### src/rtl/exe_redirect_ctrl_pkg.sv
// Shared definitions for the execute-stage redirect controller: data word, FSM states, counter width.
// Latency: n/a; backpressure: n/a.
package exe_redirect_ctrl_pkg;

    typedef logic [31:0] word_t;

    typedef enum logic [1:0] {
        RUN      = 2'd0,
        REDIRECT = 2'd1,
        FLUSH    = 2'd2
    } state_t;

    // Wide enough for the largest legal squash depth (7).
    localparam int CNT_W = 3;

endpackage

### src/rtl/exe_redirect_ctrl_flush_counter.sv
// Squash down-counter: load a depth, decrement once per cycle, flag the final count.
// Latency: load/decrement visible next cycle; backpressure: none.
module flush_counter
    import exe_redirect_ctrl_pkg::*;
#(
    parameter int W = CNT_W
) (
    input  logic         clock,
    input  logic         reset,
    input  logic         i_load,
    input  logic [W-1:0] i_load_val,
    input  logic         i_dec,
    output logic         o_last
);

    logic [W-1:0] r_count;

    always_ff @(posedge clock or negedge reset) begin
        if (!reset) begin
            r_count <= '0;
        end else if (i_load) begin
            r_count <= i_load_val;
        end else if (i_dec && (r_count != '0)) begin
            r_count <= r_count - 1'b1;
        end
    end

    assign o_last = (r_count == W'(1));

endmodule

### src/rtl/exe_redirect_ctrl.sv
// Turns an execute-stage taken jump into a fetch redirect followed by a squash of FLUSH_DEPTH younger stages.
// Latency: 1 cycle take->redirect_valid; holds the redirect while fetch_ready=0. Optional macro: EXE_REDIRECT_STATS_EN.
module exe_redirect_ctrl
    import exe_redirect_ctrl_pkg::*;
#(
    parameter int FLUSH_DEPTH = 2
) (
    input  logic  clock,
    input  logic  reset,
    input  logic  is_exe_stage,
    input  logic  take_jump,
    input  word_t target_addr,
    input  logic  fetch_ready,
    output logic  redirect_valid,
    output word_t redirect_addr,
    output logic  flush,
    output logic  misalign_err
`ifdef EXE_REDIRECT_STATS_EN
    ,
    output word_t taken_count,
    output word_t misalign_count
`endif
);

    localparam logic [CNT_W-1:0] DEPTH_LD  = CNT_W'(FLUSH_DEPTH);
    localparam bit               HAS_FLUSH = (FLUSH_DEPTH != 0);

    state_t r_state;
    state_t w_next;
    word_t  r_target;
    logic   r_misalign;
    logic   w_take;
    logic   w_take_ok;
    logic   w_take_bad;
    logic   w_load;
    logic   w_dec;
    logic   w_last;

    // Takes are only honoured in RUN; anything seen in REDIRECT/FLUSH is wrong-path.
    assign w_take     = (r_state == RUN) && is_exe_stage && take_jump;
    assign w_take_ok  = w_take && (target_addr[1:0] == 2'b00);
    assign w_take_bad = w_take && (target_addr[1:0] != 2'b00);
    assign w_load     = HAS_FLUSH && (r_state == REDIRECT) && fetch_ready;
    assign w_dec      = (r_state == FLUSH);

    flush_counter #(
        .W(CNT_W)
    ) u_flush_counter (
        .clock      (clock),
        .reset      (reset),
        .i_load     (w_load),
        .i_load_val (DEPTH_LD),
        .i_dec      (w_dec),
        .o_last     (w_last)
    );

    always_ff @(posedge clock or negedge reset) begin
        if (!reset) begin
            r_state    <= RUN;
            r_target   <= '0;
            r_misalign <= 1'b0;
        end else begin
            r_state    <= w_next;
            r_misalign <= w_take_bad;
            if (w_take_ok) begin
                r_target <= target_addr;
            end
        end
    end

    always_comb begin
        w_next         = r_state;
        redirect_valid = 1'b0;
        redirect_addr  = '0;
        flush          = 1'b0;
        misalign_err   = r_misalign;
        case (r_state)
            RUN: begin
                if (w_take_ok) begin
                    w_next = REDIRECT;
                end
            end
            REDIRECT: begin
                redirect_valid = 1'b1;
                redirect_addr  = r_target;
                flush          = 1'b1;
                if (fetch_ready) begin
                    w_next = HAS_FLUSH ? FLUSH : RUN;
                end
            end
            FLUSH: begin
                flush = 1'b1;
                if (w_last) begin
                    w_next = RUN;
                end
            end
            default: begin
                w_next = RUN;
            end
        endcase
    end

`ifdef EXE_REDIRECT_STATS_EN
    word_t r_taken_cnt;
    word_t r_misalign_cnt;

    // Both counters stick at all-ones rather than wrapping.
    always_ff @(posedge clock or negedge reset) begin
        if (!reset) begin
            r_taken_cnt    <= '0;
            r_misalign_cnt <= '0;
        end else begin
            if (w_take_ok && (r_taken_cnt != '1)) begin
                r_taken_cnt <= r_taken_cnt + 1'b1;
            end
            if (r_misalign && (r_misalign_cnt != '1)) begin
                r_misalign_cnt <= r_misalign_cnt + 1'b1;
            end
        end
    end

    assign taken_count    = r_taken_cnt;
    assign misalign_count = r_misalign_cnt;
`endif

endmodule

### config.mk
export PLATFORM = sky130hd
export DESIGN_NAME = exe_redirect_ctrl
export DESIGN_NICKNAME = d
export VERILOG_FILES = /design/src/rtl/exe_redirect_ctrl_pkg.sv /design/src/rtl/exe_redirect_ctrl_flush_counter.sv /design/src/rtl/exe_redirect_ctrl.sv
export SDC_FILE = /design/constraint.sdc
export NUM_CORES = 1
export LEC_CHECK = 0
export BUFFER_PORTS_ARGS = -buffer_cell sky130_fd_sc_hd__buf_2
export CAP_MARGIN = 30
export CORE_UTILIZATION = 49
export CTS_CLUSTER_DIAMETER = 200
export DETAILED_ROUTE_END_ITERATION = 16
export MAX_ROUTING_LAYER = met4
export PLACE_DENSITY_LB_ADDON = 0.12
export SLEW_MARGIN = 10
export SYNTH_ARGS = -nofsm -noshare
export SYNTH_HDL_FRONTEND = slang
export SYNTH_SLANG_ARGS = --single-unit
### constraint.sdc
create_clock -name clock -period 2.1 [get_ports clock]
set_clock_uncertainty 0.1 [all_clocks]
set_input_delay 0.315 -clock clock [delete_from_list [all_inputs] [get_ports clock]]
set_output_delay 0.315 -clock clock [all_outputs]
set_load 0.01 [all_outputs]
==> results of run 1 <==
## per-layer routing
layer	vias to the layer above	share of wire (%)	wire (um)
met2	44	50	1800
met5	-	0	0
li1	632	-	-
met1	608	45	1610
met3	2	5.2	189
met4	0	0.36	13
## registers in the layout, indices dropped and copies added (netlist names)
| register | flops |
|---|---|
| misalign_err | 1 |
| u_flush_counter.r_count | 3 |
| r_state | 2 |
| r_target | 32 |
## area by class of cell
class                   instances  share of cell area (%)
flip-flops and latches         38                    39.3
clock inverters                 1                   0.207
clock buffers                   7                    3.57
well taps                      48                    2.48
inverters                       5                   0.775
repair buffers                 74                    16.4
multi-input cells              96                    37.3
## cells in the final DEF, fill, tap and decap left out, types with 2 or more instances in the layout
cell type and instances:
nor2_1 4, clkbuf_8 6, nor2b_1 2, buf_6 2
ha_1 6, buf_2 71, o21ai_0 3, mux2_2 4
nand2_1 2, and2_1 35, mux2_4 27, nand3_1 2
dfrtp_1 38, inv_1 5
## logic make-up (layout without fill, tap and decap cells)
group                    after synthesis  in the layout
flip-flops                            38             38
adder cells (fa/ha/maj)                7              7
buffers and inverters                 12             87
AND/OR/NAND/NOR                       49             49
multiplexers                          32             32
AO/OA/AOI/OAI                          8              8
## power by group through the flow
| stage | Sequential (mW) | Clock [mW] | Combinational (mW) |
|---|---|---|---|
| 3_3_place_gp | 1.23 | 0 | 1.02 |
| 5_1_grt | 1.29 | 0.554 | 1.18 |
| 4_1_cts | 1.24 | 0.520 | 1.06 |
| 2_1_floorplan | 1.19 | 0 | 0.794 |
| 3_5_place_dp | 1.25 | 0 | 1.06 |
| 6_report | 1.24 | 0.498 | 1.06 |
## stage by stage
step                total power, mW  cell area, um2  util (%)
floorplan                      1.99            1940         -
global placement               2.25            2320      62.3
detailed placement             2.30            2320      62.3
CTS                            2.82            2410      64.8
global route                   3.02            2420      65.2
finish                         2.80            2420      65.2
## worst paths after layout
check,cells past startpoint,end,from
max in group asynchronous,1,r_target[6]$_DFFE_PN0P_,reset
worst max register to register,6,r_target[29]$_DFFE_PN0P_,r_state[0]$_DFFE_PN0P_
worst max-delay path,5,redirect_addr[0],r_state[1]$_DFFE_PN0P_
min in group clock,2,r_target[19]$_DFFE_PN0P_,target_addr[19]
worst min register to register,1,r_target[1]$_DFFE_PN0P_,r_target[1]$_DFFE_PN0P_
worst min-delay path,1,r_target[29]$_DFFE_PN0P_,reset
## worst max-delay path, delay by kind of cell, from the launching register on
kind	cells	cell delay, ns
flip-flops	1	0.40
adder cells (fa/ha/maj)	1	0.19
buffers and inverters	3	0.48
AND/OR/NAND/NOR	1	0.16
## repair_timing
| action | in CTS | in global routing |
|---|---|---|
| endpoints found under the setup margin | 0 | 32 |
| resized for setup | 0 | 4 |
| hold endpoints to repair | 0 | 0 |
==> flow_summary.json, run 1 <==
{
  "outcome": "completed",
  "yosysUniqueCellTypes": 23,
  "vias": 1286,
  "grtUsageMet2_pct": 31.9,
  "synthAdderAreaFrac_pct": 4.52,
  "dp_cells": 261,
  "ios": 72,
  "multiInputGateArea_um2": 902,
  "clock_path_buffers": 2,
  "grt_pass1_vias": 1346,
  "drive_gt1_share_pct": 51.6,
  "grt.met3_usage_pct": 6.51,
  "synth_commonest_cells": "dfrtp_1 (38), and2_1 (35), mux2_4 (27)",
  "dr.pass1.iters": 3,
  "seqPwrFrac_pct": 44.3,
  "internal_power_mw": 1.97,
  "grt.total_usage_pct": 20.2,
  "slew_headroom_pct": 45.9,
  "vias_per_cell": 4.78,
  "regArea_um2": 951,
  "endpoint_kind": "output port",
  "drt_wl_total_um": 3610,
  "path_clk_slew_ns": 0.07,
  "die_w_um": 64.9,
  "synth_compound_area_share_pct": 2.71,
  "p_switching_mw": 0.828,
  "yosysTopAreaCell": "dfrtp_1",
  "hpwl_um": 2610,
  "clk_latency_ns": 0.28,
  "finalSetupViolCount": 0,
  "syn_to_final_growth_pct": 24.9,
  "synthCells": 146,
  "vdd_drop_max_mv": 0.624,
  "grt-ovfl-total": 0,
  "holdBufCountCts": 0,
  "reg2reg_slack_ns": 0.20,
  "antenna_found_initial": 0,
  "worstPathArrival_ns": 1.51,
  "grt_max_degree": 39,
  "synth_top_family_by_area": "multiplexers",
  "crit_slowest_cell": "dfrtp_1",
  "fmaxAchievable_mhz": 519,
  "whs_ns": 0.0226,
  "period_needed_ns": 1.93,
  "nets": 264,
  "h-tree-depth": 2,
  "ys_async_sr_fraction_pct": 100,
  "crit_required_ns": 1.68,
  "synth.most_common_cell": "dfrtp_1",
  "antennaDiodeCount": 0,
  "wl_per_cell_um": 13.4,
  "portBuffers": 71,
  "start_util_pct": 52.2,
  "fillers": 297,
  "syn_nets": 190,
  "hold_path.class": "in -> async",
  "rsz0062_at_grt": "false",
  "syn_area_per_cell_um2": 13.3,
  "synthSimpleGateAreaFrac_pct": 15.2,
  "synth-seq-area-share_pct": 49.1,
  "maxCapViolCount": 0,
  "critical_path_class": "reg -> out",
  "gp_congestion": 0.720,
  "combinationalPowerShare_pct": 37.9,
  "critPathLaunchType": "register",
  "synth_edf_count": 0,
  "setup_tns_ns": 0,
  "die_h_um": 64.9,
  "drc": 0,
  "ant_nets": 0,
  "hold_violations": 0,
  "first_iter_violations": 75,
  "grt_pass1_wl_um": 6220,
  "yosysWarnings": 0,
  "crit_fanout": 35,
  "pwr_density_cell_mw_per_mm2": 1160,
  "swShare_pct": 29.6,
  "grt.busiest_layer": "met2",
  "slowest_delay_ns": 0.40,
  "ys_ff_latch": 38,
  "die_area_mm2": 0.00421,
  "synthTopCellsByArea": "dfrtp_1 (49%), mux2_4 (21%), and2_1 (11%)",
  "max_slew.worst_pin.slew_ns": 0.811,
  "post-cts-setup-buffers": 0,
  "syn_area_mm2": 0.00194,
  "worst_slack_ns": 0.173,
  "period_share_pct": 91.8,
  "cts_buffers": 5,
  "rows": 22,
  "synth_flop_cell": "dfrtp_1",
  "stdcell_count": 269,
  "place_ws_ns": 0.0514,
  "crit_chain": "inv_1 -> ha_1 -> buf_6 -> and2_1 -> buf_2",
  "cts_sinks": 38,
  "p_clk_share_pct": 17.8,
  "yosys.area_share.xor_xnor_pct": 0,
  "coreArea_mm2": 0.00372,
  "synth_top_area_share_pct": 49.1,
  "cts_root_buf": "clkbuf_8",
  "muxShareOfSynthArea_pct": 23.8,
  "report.final.slew_viol_count": 0,
  "power_leakage_nw": 1.36,
  "grt_use_met1_pct": 24.9,
  "cts_tree": "yes"
}
Note: power is estimated with default switching activity, not from simulation.
==> run 2, diff against run 1 <==
Settings changed: CELL_PAD_IN_SITES_DETAIL_PLACEMENT set to 1, CELL_PAD_IN_SITES_GLOBAL_PLACEMENT set to 1, CORE_UTILIZATION 49 to 38.
==> flow_summary.json, run 2 (same netlist as run 1, synthesis figures left out) <==
{
  "reg.largest.list": "r_target (32), u_flush_counter.r_count (3), r_state (2)",
  "critical_path_class": "reg -> out",
  "hpwl_um": 3070,
  "grt_max_degree": 36,
  "slowest_delay_ns": 0.40,
  "ios": 72,
  "report.final.slew_viol_count": 0,
  "seqPwrFrac_pct": 41.8,
  "hold_path.startpoint": "target_addr[11]",
  "grt_pass1_vias": 1428,
  "hold_path.class": "in -> reg",
  "finalSetupViolCount": 0,
  "nets": 267,
  "portBuffers": 71,
  "pwr_density_cell_mw_per_mm2": 1180,
  "swShare_pct": 29.4,
  "endpoint_kind": "output port",
  "cts_root_buf": "clkbuf_8",
  "reg2reg_from": "r_state[0]$_DFFE_PN0P_",
  "slew_headroom_pct": 67.2,
  "h-tree-depth": 2,
  "p_clk_share_pct": 21.4,
  "worst-path-buf-inv": 3,
  "largest_register_ffs": 32,
  "crit_path_start": "r_state[1]$_DFFE_PN0P_",
  "grt-ovfl-total": 0,
  "clock_path_buffers": 2,
  "dr.pass1.iters": 2,
  "path_clk_slew_ns": 0.08,
  "gp_congestion": 0.678,
  "wl_per_cell_um": 15.0,
  "post-cts-setup-buffers": 0,
  "cts_buffers": 5,
  "die_area_mm2": 0.00539,
  "crit_fanout": 35,
  "antenna_found_initial": 0,
  "drt_wl_total_um": 4360,
  "crit_required_ns": 1.68,
  "critPathLaunchType": "register",
  "period_share_pct": 92.2,
  "drc": 0,
  "crit_slowest_cell": "dfrtp_1",
  "power.total_mw": 2.96,
  "die_w_um": 73.4,
  "hold_violations": 0,
  "vdd_drop_max_mv": 0.603,
  "clk_latency_ns": 0.27,
  "cts_sinks": 38,
  "outcome": "completed",
  "maxCapViolCount": 0,
  "postLayoutCoreUtil_pct": 51.9,
  "vias": 1336,
  "cts_tree": "yes",
  "worstPathArrival_ns": 1.52,
  "ant_nets": 0,
  "vias_per_cell": 4.61,
  "start_util_pct": 40.2,
  "power_leakage_nw": 1.40,
  "most-common-layout-cells": "buf_2 (71), dfrtp_1 (38), and2_1 (35)",
  "max_slew.worst_pin.slew_ns": 0.491,
  "syn_to_final_growth_pct": 29.1,
  "first_iter_violations": 28,
  "crit_chain": "inv_1 -> ha_1 -> buf_6 -> and2_1 -> buf_2",
  "combinationalPowerShare_pct": 36.8,
  "grt.total_usage_pct": 17.8,
  "rsz0062_at_grt": "false",
  "path_delay_family": "buffers and inverters",
  "rows": 25,
  "period_needed_ns": 1.94,
  "internal_power_mw": 2.09,
  "die_h_um": 73.4,
  "regMostFlops": "r_target",
  "mostFrequentLayoutCell": "buf_2",
  "fmaxAchievable_mhz": 516,
  "setup_tns_ns": 0,
  "drive_gt1_share_pct": 51.6,
  "coreArea_mm2": 0.00482,
  "grt_pass1_wl_um": 7040,
  "p_switching_mw": 0.871,
  "antennaDiodeCount": 0
}
run 2: repair_timing:
item / CTS / global route
hold endpoints to repair: 19 / 0
resized for setup: 0 / 2
setup endpoints to repair: 0 / 20
hold buffers: 1 / 0
run 2: worst register-to-register path: stages, from the launching register on:
cell and delay, ns:
dfrtp_1 0.43, inv_1 0.11, ha_1 0.19, nand3_1 0.10
or3_4 0.38, clkbuf_16 0.21, mux2_4 0.30
run 2: path summary, 6_finish.rpt:
kind,endpoint,slack [ns],depth (start not counted)
setup / recovery,redirect_addr[22],0.16,5
max in group asynchronous,r_target[12]$_DFFE_PN0P_,0.94,3
min in group asynchronous,r_target[25]$_DFFE_PN0P_,0.43,2
hold / removal,r_target[11]$_DFFE_PN0P_,0.16,2
setup reg to reg,r_target[15]$_DFFE_PN0P_,0.18,6
hold reg to reg,r_target[0]$_DFFE_PN0P_,0.39,1
run 2: routing by layer:
| metal | GRT usage [%] | wire length (um) | vias up |
|---|---|---|---|
| met3 | 4.12 | 213 | 2 |
| met4 | 4.49 | 20 | 0 |
| met5 | - | 0 | - |
| met2 | 27.6 | 2070 | 43 |
| li1 | - | - | 634 |
| met1 | 23.8 | 2050 | 657 |
run 2: layout make-up:
type	count	area [um2]
Clock buffer	6	82.6
Clock inverter	1	30.0
Fill cell	548	2310
Inverter	5	18.8
Multi-Input combinational cell	96	900
Sequential cell	38	951
Tap cell	67	83.8
Timing Repair Buffer	77	437
run 2: power groups by stage:
stage | Combinational (mW) | Sequential (mW) | Clock (mW)
6_report | 1.09 | 1.24 | 0.633
5_1_grt | 1.21 | 1.29 | 0.673
4_1_cts | 1.10 | 1.24 | 0.646
3_5_place_dp | 1.08 | 1.26 | 0
3_3_place_gp | 1.03 | 1.23 | 0
2_1_floorplan | 0.794 | 1.19 | 0
run 2: stage by stage:
| step | hold slack (ns) | instance area (um2) | worst slack, ns | instances |
|---|---|---|---|---|
| finish | 0.164 | 2500 | 0.163 | 290 |
| detailed placement | 0.215 | 2350 | 0.0852 | 281 |
| CTS | 0.150 | 2470 | 0.0750 | 289 |
| global route | 0.151 | 2500 | 0.0501 | 290 |
| floorplan | -0.0806 | 1940 | 0.269 | 146 |
| global placement | 0.201 | 2350 | 0.140 | 281 |
==> run 3, diff against run 2 <==
Settings changed: PLACE_DENSITY_LB_ADDON 0.12 to 0.15, SYNTH_HIERARCHICAL set to 1.
==> flow_summary.json, run 3 <==
{
  "synthCells": 153,
  "dr.pass1.iters": 4,
  "r2r-end": "r_target[27]$_DFFE_PN0P_",
  "holdPathStages": 2,
  "slew_headroom_pct": 64.6,
  "gp_congestion": 0.693,
  "p_clk_share_pct": 17.3,
  "regMostFlops": "r_target",
  "dp_cells": 290,
  "rsz0062_at_grt": "false",
  "regArea_um2": 951,
  "vdd_drop_max_mv": 0.469,
  "min_to": "r_target[15]$_DFFE_PN0P_",
  "grt_pass1_vias": 1493,
  "maxCapViolCount": 0,
  "synth-seq-area-share_pct": 47.9,
  "stdcell_count": 300,
  "ant_nets": 0,
  "period_share_pct": 93.6,
  "synthTopCellsByArea": "dfrtp_1 (48%), mux2_4 (20%), and2_1 (11%)",
  "fillers": 577,
  "synth_commonest_cells": "dfrtp_1 (38), and2_1 (35), mux2_4 (27)",
  "crit_required_ns": 1.68,
  "synth.most_common_cell": "dfrtp_1",
  "yosysTopAreaCell": "dfrtp_1",
  "yosysUniqueCellTypes": 27,
  "largest_register_ffs": 32,
  "antennaDiodeCount": 0,
  "wl_per_cell_um": 14.9,
  "power.total_mw": 2.98,
  "first_iter_violations": 57,
  "die_h_um": 74.3,
  "finalSetupViolCount": 0,
  "hold_violations": 0,
  "start_util_pct": 40.7,
  "antenna_found_initial": 0,
  "hold_path.startpoint": "target_addr[15]",
  "die_area_mm2": 0.00552,
  "ys_ff_latch": 38,
  "clock_path_buffers": 2,
  "grt.total_usage_pct": 16.9,
  "rows": 25,
  "reg.largest.list": "r_target (32), u_flush_counter/r_count (3), r_state (2)",
  "synth_top_area_share_pct": 47.9,
  "multiInputGateArea_um2": 953,
  "nets": 276,
  "reg2reg_from": "r_state[0]$_DFFE_PN0P_",
  "cts_sinks": 38,
  "drc": 0,
  "drt_wl_total_um": 4460,
  "post-cts-setup-buffers": 0,
  "hpwl_um": 3230,
  "coreArea_mm2": 0.00488,
  "worst_slack_ns": 0.135,
  "p_switching_mw": 0.936,
  "path_clk_slew_ns": 0.08,
  "max_slew.worst_pin.slew_ns": 0.532,
  "ys_async_sr_fraction_pct": 100,
  "whs_ns": 0.162,
  "seqPwrFrac_pct": 42.0,
  "setup_tns_ns": 0,
  "outcome": "completed",
  "endpoint_kind": "output port",
  "drive_gt1_share_pct": 53.6,
  "report.final.slew_viol_count": 0,
  "critical_path_class": "reg -> out",
  "combinationalPowerShare_pct": 40.7,
  "synth_flop_cell": "dfrtp_1",
  "vias": 1384,
  "syn_area_mm2": 0.00199,
  "mostFrequentLayoutCell": "buf_2",
  "grt_pass1_wl_um": 6830,
  "portBuffers": 71,
  "worstPathArrival_ns": 1.55,
  "h-tree-depth": 2,
  "critPathLaunchType": "register",
  "die_w_um": 74.3,
  "clk_latency_ns": 0.28,
  "ios": 72,
  "most-common-layout-cells": "buf_2 (71), dfrtp_1 (38), and2_1 (35)",
  "synth_edf_count": 0,
  "syn_area_per_cell_um2": 13.0,
  "pwr_density_cell_mw_per_mm2": 1170,
  "period_needed_ns": 1.96,
  "reg2reg_slack_ns": 0.15,
  "grt-ovfl-total": 0,
  "hold_path.class": "in -> reg",
  "fmaxAchievable_mhz": 509,
  "grt_max_degree": 34,
  "cts_buffers": 5,
  "swShare_pct": 31.4,
  "syn_to_final_growth_pct": 28.1,
  "place_ws_ns": 0.0184,
  "vias_per_cell": 4.61,
  "yosysWarnings": 6,
  "cts_tree": "yes",
  "cts_root_buf": "clkbuf_8",
  "crit_fanout": 19,
  "internal_power_mw": 2.05,
  "reg2reg_depth": 6,
  "power_leakage_nw": 1.42
}
[run 3: cell types whose count changed in the layout (fill, tap and decap cells not counted), sizes merged, moves of 2 or more]
cell and delta:
nand2 +2, nand2b +2, conb +3, nor2b -2
[run 3: cells by family after synthesis]
logic type	count (synthesis)	share of synthesized area, %
AO/OA/AOI/OAI	9	3.40
adder cells (fa/ha/maj)	7	4.41
buffers and inverters	13	4.85
flip-flops	38	47.9
multiplexers	32	23.2
other	2	0.378
AND/OR/NAND/NOR	52	15.9
[run 3: layout make-up]
cell class                      count  area share [%]
Clock inverter                      2           0.491
Tap cell                           67            3.29
Sequential cell                    38            37.3
Inverter                            6           0.885
Clock buffer                        6            3.24
Timing Repair Buffer               78            17.3
Multi-Input combinational cell    103            37.4
[run 3: per-stage QoR]
step,utilization (%),area [um2]
global route,52.2,2550
finish,52.2,2550
detailed placement,49.3,2410
floorplan,-,1990
global placement,49.3,2410
CTS,51.5,2510
[run 3: metal layers]
layer,share of wire (%),GRT usage [%],vias to the layer above
met5,0,-,-
met3,5.4,3.93,2
met1,42,20.1,682
met2,52,29.3,39
li1,-,-,661
met4,0.45,3.77,0
[run 3: critical path, stage by stage, from the launching register on]
cell and delay (ns):
dfrtp_1 0.42, inv_2 0.10, ha_2 0.24, buf_4 0.23, and2_1 0.16, buf_2 0.13
[run 3: how the worst max path moves through the flow]
stage	startpoint	endpoint	depth (start not counted)
after floorplan	r_state[0]$_DFFE_PN0P_	r_target[10]$_DFFE_PN0P_	7
after global placement	r_state[0]$_DFFE_PN0P_	r_target[24]$_DFFE_PN0P_	6
after global routing	r_state[1]$_DFFE_PN0P_	redirect_addr[30]	5
after CTS	r_state[0]$_DFFE_PN0P_	r_target[10]$_DFFE_PN0P_	6
after detailed placement	r_state[0]$_DFFE_PN0P_	r_target[4]$_DFFE_PN0P_	6
final	r_state[1]$_DFFE_PN0P_	redirect_addr[1]	5
[run 3: what timing repair did]
item / CTS / global route
gates resized for setup: 0 / 5
setup endpoints to repair: 0 / 63
hold buffers: 1 / 0
endpoints found under the hold margin: 21 / 0
[run 3: power groups by stage]
stage | sequential, mW | combinational (mW) | clock (mW)
global route | 1.30 | 1.34 | 0.565
floorplan | 1.20 | 0.898 | 0
detailed placement | 1.26 | 1.21 | 0
global placement | 1.23 | 1.15 | 0
finish | 1.25 | 1.21 | 0.517
CTS | 1.25 | 1.22 | 0.538
